<file path="src/rtl/ccc_clk_manager.sv">
// Fabric clock/reset manager: lock qualification, staggered per-domain reset
// release, per-domain programmable clock enables and lock-loss tracking.

module ccc_clk_div #(
  parameter int DIV_W = 8
) (
  input  logic             clk,
  input  logic             rst_n,
  input  logic             run,
  input  logic             load,
  input  logic [DIV_W-1:0] val,
  output logic             ce
);
  logic [DIV_W-1:0] r;
  logic [DIV_W-1:0] c;

  always_ff @(posedge clk) begin
    if (!rst_n) begin
      r  <= DIV_W'(1);
      c  <= '0;
      ce <= 1'b0;
    end else if (load) begin
      r  <= val;
      c  <= '0;
      ce <= 1'b0;
    end else if (!run) begin
      c  <= '0;
      ce <= 1'b0;
    end else if (r <= DIV_W'(1) || c == r - DIV_W'(1)) begin
      c  <= '0;
      ce <= 1'b1;
    end else begin
      c  <= c + DIV_W'(1);
      ce <= 1'b0;
    end
  end
endmodule

module ccc_clk_manager #(
  parameter int NUM_CH             = 4,
  parameter int DIV_W              = 8,
  parameter int LOCK_STABLE_CYCLES = 1024,
  parameter int RST_STAGGER        = 16,
  parameter int CNT_W              = 8
) (
  input  logic                    FAB_CLK,
  input  logic                    M2F_RESET_N,
  input  logic                    FAB_LOCK,
  input  logic                    MSS_LOCK,
  input  logic [NUM_CH*DIV_W-1:0] DIV_VAL,
  input  logic [NUM_CH-1:0]       DIV_LOAD,
  input  logic                    CLR_LOST,
  output logic [NUM_CH-1:0]       CH_RST_N,
  output logic [NUM_CH-1:0]       CE,
  output logic                    READY,
  output logic                    LOCK_LOST,
  output logic [CNT_W-1:0]        LOSS_CNT
);
  localparam int SW = $clog2(LOCK_STABLE_CYCLES + 1);
  localparam int GW = $clog2(RST_STAGGER + 1);
  localparam int IW = (NUM_CH > 1) ? $clog2(NUM_CH) : 1;
  localparam logic [SW-1:0] STAB_LAST = SW'(LOCK_STABLE_CYCLES - 1);
  localparam logic [GW-1:0] GAP_LAST  = GW'(RST_STAGGER - 1);
  localparam logic [IW-1:0] IDX_LAST  = IW'(NUM_CH - 1);

  typedef enum logic [2:0] {WAIT, STABLE, RELEASE, RUN, LOST} state_t;

  state_t                          state;
  logic [1:0]                      fab_sync, mss_sync;
  logic                            lock_ok;
  logic [SW-1:0]                   stab_cnt;
  logic [GW-1:0]                   gap_cnt;
  logic [IW-1:0]                   idx;
  logic [NUM_CH-1:0]               ch_rst_n;
  logic                            ready;
  logic                            lock_lost;
  logic [CNT_W-1:0]                loss_cnt;
  logic                            drop;
  logic [NUM_CH-1:0]               ch_run;
  logic [NUM_CH-1:0][DIV_W-1:0]    div_val;
  logic [NUM_CH-1:0]               ce;

  always_ff @(posedge FAB_CLK) begin
    if (!M2F_RESET_N) begin
      fab_sync <= '0;
      mss_sync <= '0;
    end else begin
      fab_sync <= {fab_sync[0], FAB_LOCK};
      mss_sync <= {mss_sync[0], MSS_LOCK};
    end
  end

  assign lock_ok = fab_sync[1] & mss_sync[1];

  always_ff @(posedge FAB_CLK) begin
    if (!M2F_RESET_N) begin
      state     <= WAIT;
      stab_cnt  <= '0;
      gap_cnt   <= '0;
      idx       <= '0;
      ch_rst_n  <= '0;
      ready     <= 1'b0;
      lock_lost <= 1'b0;
      loss_cnt  <= '0;
    end else begin
      // a lock-loss set later in this block overrides the clear
      if (CLR_LOST) lock_lost <= 1'b0;
      case (state)
        WAIT: begin
          ch_rst_n <= '0;
          ready    <= 1'b0;
          if (lock_ok) begin
            state    <= STABLE;
            stab_cnt <= '0;
          end
        end
        STABLE: begin
          if (!lock_ok) state <= WAIT;
          else if (stab_cnt == STAB_LAST) begin
            state   <= RELEASE;
            idx     <= '0;
            gap_cnt <= '0;
          end else stab_cnt <= stab_cnt + SW'(1);
        end
        RELEASE: begin
          if (!lock_ok) begin
            state     <= LOST;
            ch_rst_n  <= '0;
            ready     <= 1'b0;
            lock_lost <= 1'b1;
            if (loss_cnt != '1) loss_cnt <= loss_cnt + CNT_W'(1);
          end else if (gap_cnt != '0) gap_cnt <= gap_cnt - GW'(1);
          else begin
            ch_rst_n[idx] <= 1'b1;
            gap_cnt       <= GAP_LAST;
            if (idx == IDX_LAST) begin
              state <= RUN;
              ready <= 1'b1;
            end else idx <= idx + IW'(1);
          end
        end
        RUN: begin
          if (!lock_ok) begin
            state     <= LOST;
            ch_rst_n  <= '0;
            ready     <= 1'b0;
            lock_lost <= 1'b1;
            if (loss_cnt != '1) loss_cnt <= loss_cnt + CNT_W'(1);
          end
        end
        LOST: begin
          ch_rst_n <= '0;
          ready    <= 1'b0;
          state    <= WAIT;
        end
        default: state <= WAIT;
      endcase
    end
  end

  // dividers see the reset that is about to be applied so CE never outlives a lock loss
  assign drop    = ~lock_ok & ((state == RELEASE) | (state == RUN));
  assign ch_run  = ch_rst_n & {NUM_CH{~drop}};
  assign div_val = DIV_VAL;

  for (genvar i = 0; i < NUM_CH; i++) begin : g_div
    ccc_clk_div #(.DIV_W(DIV_W)) u_div (
      .clk  (FAB_CLK),
      .rst_n(M2F_RESET_N),
      .run  (ch_run[i]),
      .load (DIV_LOAD[i]),
      .val  (div_val[i]),
      .ce   (ce[i])
    );
  end

  assign CH_RST_N  = ch_rst_n;
  assign CE        = ce;
  assign READY     = ready;
  assign LOCK_LOST = lock_lost;
  assign LOSS_CNT  = loss_cnt;
endmodule

</file>
<file path="config.mk">
export PLATFORM = sky130hd
export DESIGN_NAME = ccc_clk_manager
export DESIGN_NICKNAME = d
export VERILOG_FILES = /design/src/rtl/ccc_clk_manager.sv
export SDC_FILE = /design/constraint.sdc
export NUM_CORES = 1
export LEC_CHECK = 0
export BUFFER_PORTS_ARGS = -buffer_cell sky130_fd_sc_hd__buf_4
export CAP_MARGIN = 25
export CORE_ASPECT_RATIO = 2
export CORE_MARGIN = 8
export CORE_UTILIZATION = 45
export DETAILED_ROUTE_END_ITERATION = 8
export PLACE_DENSITY = 0.61
export SLEW_MARGIN = 10
export SYNTH_ARGS = -nofsm -noshare
export SYNTH_HDL_FRONTEND = slang
export SYNTH_SLANG_ARGS = --single-unit
</file>
<file path="constraint.sdc">
create_clock -name FAB_CLK -period 3.4 [get_ports FAB_CLK]
set_clock_uncertainty 0.05 [all_clocks]
set_input_delay 0.34 -clock FAB_CLK [delete_from_list [all_inputs] [get_ports FAB_CLK]]
set_output_delay 0.34 -clock FAB_CLK [all_outputs]
set_load 0.02 [all_outputs]
</file>
# == Word-level counts from Yosys, hierarchy flattened ==
# Index checks and enable logic that the tools add are counted.
# W data, S select, Z words.
# word_totals
reg_bits,107
input_bits,41
out_inout_bits,18
elab_cells,142
# classes
n_addsub,12
order_cmp,6
n_eq_ne,22
muxes,41
bitwise_logic,12
reduce_logical,27
# ops
operator,count
$add A8 B1 Y8 const B,5
$mux W11,3
$eq A8 B8 Y1,4
$le A8 B1 Y1 const B,4
$sub A8 B1 Y8 const B,4
$pmux W11 S2,1
$mux W3,7
$mux W5,4
$ne A2 B2 Y1 const B,8
$reduce_or A4 Y1,4
$mux W1,12
$mux W4,3
$pmux W3 S4,1
$pmux W4 S3,1
$reduce_and A4 Y1,3
$reduce_or A3 Y1,4
$add A11 B1 Y11 const B,1
$eq A11 B10 Y1 const B,1
$mux W2,5
$pmux W5 S2,1
$ne A3 B3 Y1 const B,3
$ne A8 B8 Y1 const B,1
$not A1 Y1,7
$eq A3 B2 Y1 const B,2
24 further kinds,31

# == Logic depth before layout (Yosys ltp) ==
# Gate-level depths: netlist of the first run.
# logic_depth
ltp_word,8
mapped_depth,9
ltp_nobuf,8

# == Cells and area by module ==
# A second synthesis of the first run with hierarchy kept.
# hier_totals
cells_unflattened,632
hier_area_um2,5936.9
# by_module_without_submodules
module,n_inst,cells_per_inst,area_each_um2,seq_area_each_um2
ccc_clk_div,4,106,993.5,340.3
ccc_clk_manager,1,208,1963.1,780.7

# == Worst setup path after synthesis of the first run ==
# No wires, ideal clock.
# synth_path
path_type,register to register
start,register g_div[0].u_div.r[0]
end,register g_div[0].u_div.c[1]
setup_time_ns,0.097
arrival_ns,1.912
required_ns,3.253
setup_slack_ns,1.342
stages_incl_launch_ff,9
path_buffers,0
period_less_slack_ns,2.058
cell_sequence,dfxtp_1 inv_1 ha_1 nor3b_2 and3_1 or3_1 a31oi_1 nor4_4 nor4b_1
# synth_via
elab_chain_cells,4
elab_cells_between_ends,5
cone_classes,add/sub (1); order compare (1); eq/ne (1); reduce/logical (2)
# synth_rtl
element,line_no,rtl
from (decl),14,logic [DIV_W-1:0] r;
from (signal assigned),23,r <= val;
$sub A8 B1 Y8,29,end else if (r <= DIV_W'(1) || c == r - DIV_W'(1)) begin
$eq A8 B8 Y1,29,
$logic_or A1 B1 Y1 (*),29,
$reduce_or A4 Y1 (no source line) (*),n/a,
to (signal assigned),33,c <= c + DIV_W'(1);
to (decl),15,logic [DIV_W-1:0] c;
# Every way passes the cells marked *; elsewhere a longest branch is shown, timed or not.
# A chain may end at the register's enable or synchronous reset.

# == Final worst setup path of the first run ==
# layout_path
start,register g_div[0].u_div.r[0]
end,register g_div[0].u_div.c[2]
# Same word-level chain as after synthesis.

==> out/results.txt, run 1 <==
status - completed
vias per cell - 5.279
Final #Nets - 692
gr ovfl total - 0
Post-Place Setup Slack - 1.161 ns
Worst-path clk slew - 0.07 ns
VDD IR max - 0.3062 mV
# diodes - 0
clock sinks - 107
die height - 169.2 um
synth unique cells - 64
Max Fclk - 441.3 MHz
HP Class - input pin to flip-flop
final wirelength - 11090 um
mean post-synth cell area - 9.021 um2
Post-synth ARST share - 0
TritonCTS clock tree - built
CP Capture Type - flip-flop
Crit Path Class - flip-flop to flip-flop
setup ws final - 1.134 ns
vias - 4128
vias in the first global route - 4049
Min-Delay Path Depth - 2
Worst setup SP type - flip-flop
RSZ-0062 raised after global routing - false
cell taking the most area after synthesis - dfxtp_1
cts hold-fix bufs - 0
Row Count - 56
Skew-Pair Late Insertion Delay - 0.34 ns
post-cts sizing count - 0
CTS buffer count - 9
DR WL/cell - 14.18 um
R2R Path End - g_div[0].u_div.c[2]
CORE AREA - 0.01156 mm2
worst reg2reg path depth - 8
largest net degree at the start of global routing - 28
min Tclk post-route - 2.266 ns
Die W - 92.58 um
Root Driver - clkbuf_16
number of flops mapped to enable cells by yosys - 0
most frequent cells in the layout - dfxtp_1, nor2_1, buf_4
setup violators final - 0
Overall Global Routing Usage - 0.1485
setup repair bufs after CTS - 0
port bufs - 58
initial antenna violation count - 0
Worst Path Required - 3.59 ns
Layout area overhead - 14.77%
Synth Register Bits - 107
post-route setup TNS - 0 ns
Mapped Nets - 645
final hold violation count - 0
Tcrit/Tclk final - 0.6665
Die ar. - 0.01566 mm2
pwr dens - 410.9 mW/mm2
placer congestion estimate - 0.8043
Lkg Pwr - 2.439 nW
max cap viols - 0
r2r setup slk - 1.13 ns
WP data arrival - 2.45 ns
worst rel slew slack - 0.5725
register area share after synthesis - 0.4059
endpoint of the worst hold path - fab_sync[0]
max-slew violation count - 0
first-pass GRT wire length - 19130 um
H-tree lvl count - 3
worst-path fanout max - 9
# DRC - 0
hpwl dp - 8267 um
# IOs - 59
post-synth top area share - 0.4059
Synth Flop Type - dfxtp_1
RR Startpoint - g_div[0].u_div.r[0]
hold_sp - FAB_LOCK
largest cells by area after synthesis - dfxtp_1, nor2_1, xor2_1
Syn Std Cell Area - 0.005278 mm2
share of layout cells above drive strength 1 - 0.1350
Initial Util - 0.4565
Syn. warnings - 0
remaining antenna violation count - 0
Cells after Synth - 585
worst slew pin tran - 0.6388 ns
Overall Power - 0.002489 W
DR iter-0 viols - 120
clk buf depth - 2
most common cell after layout, fill and taps aside - dfxtp_1
drt pass-1 iters - 6
-- report_power, final --
part | internal [W] | switching [W]
sequential | 0.00128 | 0.0000341
clock | 0.000498 | 0.000441
combinational | 0.000119 | 0.000120
-- metrics by stage --
stage | cells | instance area [um2] | util | hold WS [ns]
finish | 782 | 6057 | 0.5239 | 0.1564
global route | 782 | 6057 | 0.5239 | 0.1443
CTS | 782 | 6057 | 0.5239 | 0.1390
detailed placement | 766 | 5793 | 0.5011 | 0.3669
global placement | 766 | 5793 | 0.5011 | 0.3666
floorplan | 585 | 5278 | - | 0.3619
-- metal layers --
layer,part of all wire,global-route usage,vias up
met2,0.47,0.2406,68
met5,0,0,-
met1,0.46,0.1829,1909
li1,-,-,2138
met3,0.052,0.03855,13
met4,0.015,0.05720,0
-- kinds of logic (layout without fill, tap and decap cells) --
kind of cell,after synthesis,count (layout),synth area share
mux,30,30,0.05690
xor+xnor,78,78,0.1294
simple gates,246,246,0.2387
fa+ha+maj,19,19,0.04505
buf+inv,40,92,0.03272
compound gates,65,65,0.09128
flops,107,107,0.4059
-- worst max path at each step --
stage	depth (start not counted)	startpoint	end	slack, ns
final	8	g_div[0].u_div.r[0]	g_div[0].u_div.c[2]	1.13
after global routing	8	g_div[0].u_div.r[0]	g_div[0].u_div.c[2]	1.01
after CTS	8	g_div[0].u_div.r[0]	g_div[0].u_div.c[2]	1.12
after detailed placement	8	g_div[0].u_div.r[0]	g_div[0].u_div.c[2]	1.16
after global placement	8	g_div[0].u_div.r[0]	g_div[0].u_div.c[1]	1.25
after floorplan	8	g_div[0].u_div.r[0]	g_div[0].u_div.c[1]	1.34
-- state kept, by name, indices dropped and copies added, names as in the netlist --
name,count
mss_sync,2
g_div.u_div.ce,4
LOCK_LOST,1
state,3
CH_RST_N,4
g_div.u_div.c,32
gap_cnt,5
READY,1
stab_cnt,11
LOSS_CNT,8
g_div.u_div.r,32
idx,2
fab_sync,2
-- worst max-delay path, cell delays in order, from the launching register on --
cell     delay (ns)
dfxtp_1        0.42
inv_1          0.08
ha_1           0.24
nor3b_2        0.19
and3_1         0.19
or3_1          0.34
a31oi_1        0.23
nor4_4         0.11
nor4_1         0.31
-- cells in the mapped netlist, types with 12 or more instances --
cell and instances:
clkbuf_1 17, xor2_1 41, nand3_1 28, nand2_1 30, ha_1 19, xnor2_1 37, a21oi_1 17, nor4_1 12
mux2i_1 30, dfxtp_1 107, nor2_1 96, nor3_1 15, inv_1 16
-- cell type report --
type / count / area (um2)
inverter: 17 / 63.81
clock inverter: 4 / 27.53
multi-input combinational: 438 / 2963
timing repair buffer: 59 / 442.9
clock buffer: 12 / 236.5
tap: 145 / 181.4
fill: 1128 / 5504
sequential: 107 / 2142
Power figures use the tool's default switching activity.
==> run 2: changes to the inputs <==
--- a/config.mk
+++ b/config.mk
@@ -5,6 +5,7 @@
 export SDC_FILE = /design/constraint.sdc
 export NUM_CORES = 1
 export LEC_CHECK = 0
+export ABC_AREA = 1
 export BUFFER_PORTS_ARGS = -buffer_cell sky130_fd_sc_hd__buf_4
 export CAP_MARGIN = 25
 export CORE_ASPECT_RATIO = 2
==> constraint.sdc (replaced) <==
create_clock -name FAB_CLK -period 2.2 [get_ports FAB_CLK]
set_clock_uncertainty 0.05 [all_clocks]
set_input_delay 0.22 -clock FAB_CLK [delete_from_list [all_inputs] [get_ports FAB_CLK]]
set_output_delay 0.22 -clock FAB_CLK [all_outputs]
set_load 0.02 [all_outputs]
==> run 2 against run 1 <==
Effect of this change: cell count rose by 27%; synthesized cell count is 34% higher; register-to-register slack got worse by 0.86 ns; non-clock buffer count grew 3; die area increased by 3.4%; largest cell class unchanged.
==> out/results.txt, run 2 <==
status - completed
Commonest cells post-synth - nand2_1, nor2_1, dfxtp_1
Clock Power Share - 0.419
Root Driver - clkbuf_16
pwr dens - 678.3 mW/mm2
gr ovfl total - 0
Worst-path clk slew - 0.07 ns
share of layout cells above drive strength 1 - 0.1108
Post-synth ARST share - 0
Worst setup SP type - flip-flop
setup repair bufs after CTS - 0
Initial Util - 0.4549
max cap viols - 0
P_int - 0.003292 W
CORE AREA - 0.01205 mm2
CP Capture Type - flip-flop
first-pass GRT wire length - 21370 um
Worst Path Required - 2.39 ns
fin area - 0.006402 mm2
most frequent cells in the layout - nand2_1, nor2_1, dfxtp_1
final wirelength - 13030 um
post-synth top area share - 0.3907
vias per cell - 5.060
Die W - 94.05 um
largest cells by area after synthesis - dfxtp_1, nand2_1, nor2_1
register area share after synthesis - 0.3907
WP data arrival - 2.12 ns
Cells after Synth - 785
most common cell after layout, fill and taps aside - nand2_1
Overall Power - 0.004343 W
HP Class - input pin to flip-flop
Skew-Pair Late Insertion Delay - 0.35 ns
H-tree lvl count - 3
Syn Std Cell Area - 0.005483 mm2
Die ar. - 0.01619 mm2
final hold violation count - 0
Row Count - 57
initial antenna violation count - 0
Crit Path Class - flip-flop to flip-flop
clock sinks - 107
placed cell areas - 0.006046 mm2
CTS buffer count - 9
worst-path fanout max - 13
DR WL/cell - 13.09 um
Syn. warnings - 0
# IOs - 59
count leader, synth - nand2_1
switching part of the total - 0.2419
worst rel slew slack - 0.6300
VDD IR max - 0.4010 mV
Synth Register Bits - 107
DR iter-0 viols - 194
post-route setup TNS - 0 ns
Comb pwr share - 0.109
setup violators final - 0
die height - 172.1 um
WHS - 0.01235 ns
worst slew pin tran - 0.5500 ns
placer congestion estimate - 0.9122
drt pass-1 iters - 4
clk buf depth - 2
Layout area overhead - 16.77%
Overall Global Routing Usage - 0.1631
# DRC - 0
vias - 5035
Max Fclk - 517.9 MHz
remaining antenna violation count - 0
# diodes - 0
hpwl dp - 10250 um
Tcrit/Tclk final - 0.8777
Largest regs - g_div.u_div.c (32), g_div.u_div.r (32), stab_cnt (11)
synth unique cells - 37
Final Core Density - 0.5312
Psw - 0.001051 W
TritonCTS clock tree - built
max-slew violation count - 0
Final #Nets - 903
cell taking the most area after synthesis - dfxtp_1
Lkg Pwr - 2.729 nW
largest net degree at the start of global routing - 48
number of flops mapped to enable cells by yosys - 0
sequential share of power - 0.472
vias in the first global route - 4919
port bufs - 58
Mapped Nets - 845
RSZ-0062 raised after global routing - false
Synth Flop Type - dfxtp_1
min Tclk post-route - 1.931 ns
mean post-synth cell area - 6.984 um2
-- run 2: worst paths after layout --
| path | from | to | slack (ns) | depth (start not counted) |
|---|---|---|---|---|
| setup reg to reg | stab_cnt[0] | stab_cnt[2] | 0.27 | 12 |
| hold / removal | MSS_LOCK | mss_sync[0] | 0.01 | 3 |
| setup / recovery | stab_cnt[0] | stab_cnt[2] | 0.27 | 12 |
| hold reg to reg | mss_sync[0] | mss_sync[1] | 0.36 | 2 |
-- run 2: routing by layer --
layer | GRT usage | vias to the layer above | wire length, um
met3 | 0.02565 | 22 | 444
met1 | 0.1548 | 2297 | 4940
met4 | 0.08339 | 0 | 390
met2 | 0.3198 | 109 | 7251
li1 | - | 2607 | -
met5 | 0 | - | 0
-- run 2: timing repair --
action	in CTS	in global routing
hold endpoints to repair	1	0
setup endpoints to repair	0	1
hold buffers	1	0
gates resized for setup	0	1
-- run 2: logic make-up after synthesis --
| group | synth area share |
|---|---|
| simple gates | 0.2916 |
| compound gates | 0.1130 |
| buf+inv | 0.08147 |
| flops | 0.3907 |
| xor+xnor | 0.07987 |
| fa+ha+maj | 0.04336 |
-- run 2: power by group through the flow --
stage / logic [W] / clock network (W) / registers, W
after floorplan: 0.000328 / 0 / 0.00208
after global placement: 0.000459 / 0 / 0.00209
after detailed placement: 0.000470 / 0 / 0.00209
after CTS: 0.000474 / 0.00188 / 0.00205
after global routing: 0.000542 / 0.00193 / 0.00206
final: 0.000473 / 0.00182 / 0.00205
-- run 2: final cells by class --
class | instances | area (um2)
multi-input cells | 565 | 2899
repair buffers | 62 | 467.9
fillers | 1204 | 5650
clock inverters | 7 | 116.4
inverters | 98 | 367.9
clock buffers | 9 | 225.2
well taps | 147 | 183.9
flip-flops and latches | 107 | 2142
-- run 2: through the flow --
stage / instances / setup WS (ns)
floorplan: 785 / 0.5380
global placement: 978 / 0.3088
detailed placement: 978 / 0.2289
CTS: 995 / 0.2113
global route: 995 / 0.05283
finish: 995 / 0.2690
-- run 2: critical path, cell delays in order (launching register included) --
cell     delay (ns)
dfxtp_1        0.44
ha_1           0.21
nand3_1        0.15
nor2_2         0.20
nand3_2        0.13
nand2_1        0.08
nand2_1        0.08
nand2_4        0.16
inv_2          0.11
nand2_1        0.09
nand2_1        0.05
nand2_1        0.05
nor2_1         0.03
==> run 3: changes to the inputs <==
--- a/config.mk
+++ b/config.mk
@@ -11,9 +11,11 @@
 export CORE_ASPECT_RATIO = 2
 export CORE_MARGIN = 8
 export CORE_UTILIZATION = 45
+export CTS_BUF_LIST = sky130_fd_sc_hd__clkbuf_8
 export DETAILED_ROUTE_END_ITERATION = 8
 export PLACE_DENSITY = 0.61
 export SLEW_MARGIN = 10
 export SYNTH_ARGS = -nofsm -noshare
 export SYNTH_HDL_FRONTEND = slang
+export SYNTH_HIERARCHICAL = 1
 export SYNTH_SLANG_ARGS = --single-unit
==> run 3 against run 2 <==
Effect of this change: synthesized cell count is 6.0% higher; highest routed layer unchanged; largest cell class unchanged; sequential share of layout area is 1.4 points lower; first-iteration DRC count is 15% lower; maximum frequency is 10% higher; critical path type unchanged; critical path depth is 4 lower; combinational power hardly changed; die area is 5.8% higher; count of clock-buffer cells in the layout stayed put.
==> out/results.txt, run 3 <==
post-cts sizing count - 0
Worst-path clk slew - 0.10 ns
CP Cell Sequence - ha_1, nand2_2, nor2_4, nand4_2, nand2_2, inv_1, o21ai_0, nor2_1
Worst Path Required - 2.42 ns
worst-path fanout max - 13
CP Capture Type - flip-flop
most frequent cells in the layout - nand2_1, nor2_1, dfxtp_1
Cells after Synth - 832
hold_sp - DIV_VAL[24]
status - completed
WP data arrival - 1.98 ns
CP max-delay cell - dfxtp_1
Crit Path Class - flip-flop to flip-flop
CORE AREA - 0.01284 mm2
HP Class - input pin to flip-flop
first-pass GRT wire length - 22010 um
Worst setup SP type - flip-flop
worst reg2reg path depth - 8
max-slew violation count - 0
Mapped Nets - 892
clk buf depth - 2
drt pass-1 iters - 5
# DRC - 0
number of flops mapped to enable cells by yosys - 0
worst rel slew slack - 0.6286
Commonest cells post-synth - nand2_1, nor2_1, dfxtp_1
r2r setup slk - 0.44 ns
clock sinks - 107
Die W - 96.61 um
vias in the first global route - 4863
worst slew pin tran - 0.5564 ns
synth unique cells - 41
min Tclk post-route - 1.755 ns
Syn. warnings - 6
Tcrit/Tclk final - 0.7979
largest net degree at the start of global routing - 33
WHS - 0.02555 ns
post-synth top area share - 0.3663
Final #Nets - 958
# diodes - 0
DR iter-0 viols - 164
delay-heaviest family, CP - simple AND/OR/NAND/NOR gates
TritonCTS clock tree - built
CTS buffer count - 9
# IOs - 59
port bufs - 58
VDD IR max - 0.3170 mV
Max Fclk - 569.7 MHz
vias per cell - 4.790
register area share after synthesis - 0.3663
Overall Global Routing Usage - 0.1506
Syn Std Cell Area - 0.005848 mm2
endpoint of the worst hold path - g_div[3].u_div/r[0]
mean post-synth cell area - 7.029 um2
Die ar. - 0.01712 mm2
Row Count - 59
final hold violation count - 0
H-tree lvl count - 3
RSZ-0062 raised after global routing - false
Synth Register Bits - 107
remaining antenna violation count - 0
share of layout cells above drive strength 1 - 0.1376
hpwl dp - 9659 um
cts hold-fix bufs - 9
gr ovfl total - 0
initial antenna violation count - 0
DR WL/cell - 11.99 um
Skew-Pair Late Insertion Delay - 0.37 ns
Setup crit start - stab_cnt[0]
final wirelength - 12630 um
CP Buf/Inv Count - 1
most common cell after layout, fill and taps aside - nand2_1
cell repeated most along the worst path - nand2_2
max incr delay on CP - 0.41 ns
Initial Util - 0.4553
RR Startpoint - stab_cnt[0]
max cap viols - 0
Lkg Pwr - 2.887 nW
pwr dens - 554.1 mW/mm2
R2R Path End - stab_cnt[1]
Synth Flop Type - dfxtp_1
post-route setup TNS - 0 ns
setup violators final - 0
largest cells by area after synthesis - dfxtp_1, nand2_1, nor2_1
count leader, synth - nand2_1
Layout area overhead - 14.23%
Root Driver - clkbuf_8
Min-Delay Path Depth - 3
setup repair bufs after CTS - 0
Largest regs - g_div.u_div/c (32), g_div.u_div/r (32), stab_cnt (11)
Post-synth ARST share - 0
vias - 5044
placer congestion estimate - 0.8197
die height - 177.2 um
cell taking the most area after synthesis - dfxtp_1
[run 3: cell families after synthesis]
family,after synthesis,synth area share
buffers and inverters,111,0.07509
adders and majority gates,19,0.04065
and+or+nand+nor,437,0.3333
DFF,107,0.3663
xor gates and xnor gates,64,0.09585
AOI/OAI and AO/OA,94,0.08879
[run 3: layout make-up]
class	instances	area (um2)
Clock inverter	5	56.30
Sequential cell	107	2142
Fill cell	1348	6165
Timing Repair Buffer	68	533.0
Inverter	98	367.9
Tap cell	152	190.2
Clock buffer	9	123.9
Multi-Input combinational cell	614	3267
[run 3: worst max path at each step]
| stage | endpoint | cells past startpoint |
|---|---|---|
| floorplan | LOSS_CNT[0] | 7 |
| global placement | g_div[1].u_div/c[5] | 11 |
| detailed placement | g_div[1].u_div/c[3] | 11 |
| CTS | g_div[1].u_div/c[0] | 11 |
| global route | g_div[1].u_div/c[0] | 11 |
| finish | stab_cnt[1] | 8 |
[run 3: worst min-delay path, stage by stage]
cell,delay [ns]
buf_4,0.08
nand2_1,0.04
o211ai_1,0.06
[run 3: layer usage]
layer | up-vias | track usage | wire (um)
li1 | 2751 | - | -
met1 | 2213 | 0.1901 | 6278
met2 | 73 | 0.2433 | 5707
met3 | 7 | 0.03794 | 520
met4 | 0 | 0.04971 | 121
met5 | - | 0 | 0
[run 3: through the flow]
| step | setup WS [ns] | cell area (um2) | utilization | instances | power (W) |
|---|---|---|---|---|---|
| floorplan | 0.6750 | 5848 | - | 832 | 0.002402 |
| global placement | 0.4662 | 6410 | 0.4990 | 1030 | 0.002552 |
| detailed placement | 0.4718 | 6410 | 0.4990 | 1030 | 0.002556 |
| CTS | 0.4564 | 6680 | 0.5201 | 1053 | 0.003766 |
| global route | 0.1026 | 6680 | 0.5201 | 1053 | 0.003912 |
| finish | 0.4447 | 6680 | 0.5201 | 1053 | 0.003702 |
[run 3: report_power, final]
part	total [W]	leakage [nW]	switching (W)	internal, W
registers	0.00204	0.871	0.0000580	0.00199
logic	0.000476	1.93	0.000272	0.000204
clock network	0.00118	0.0909	0.000668	0.000513
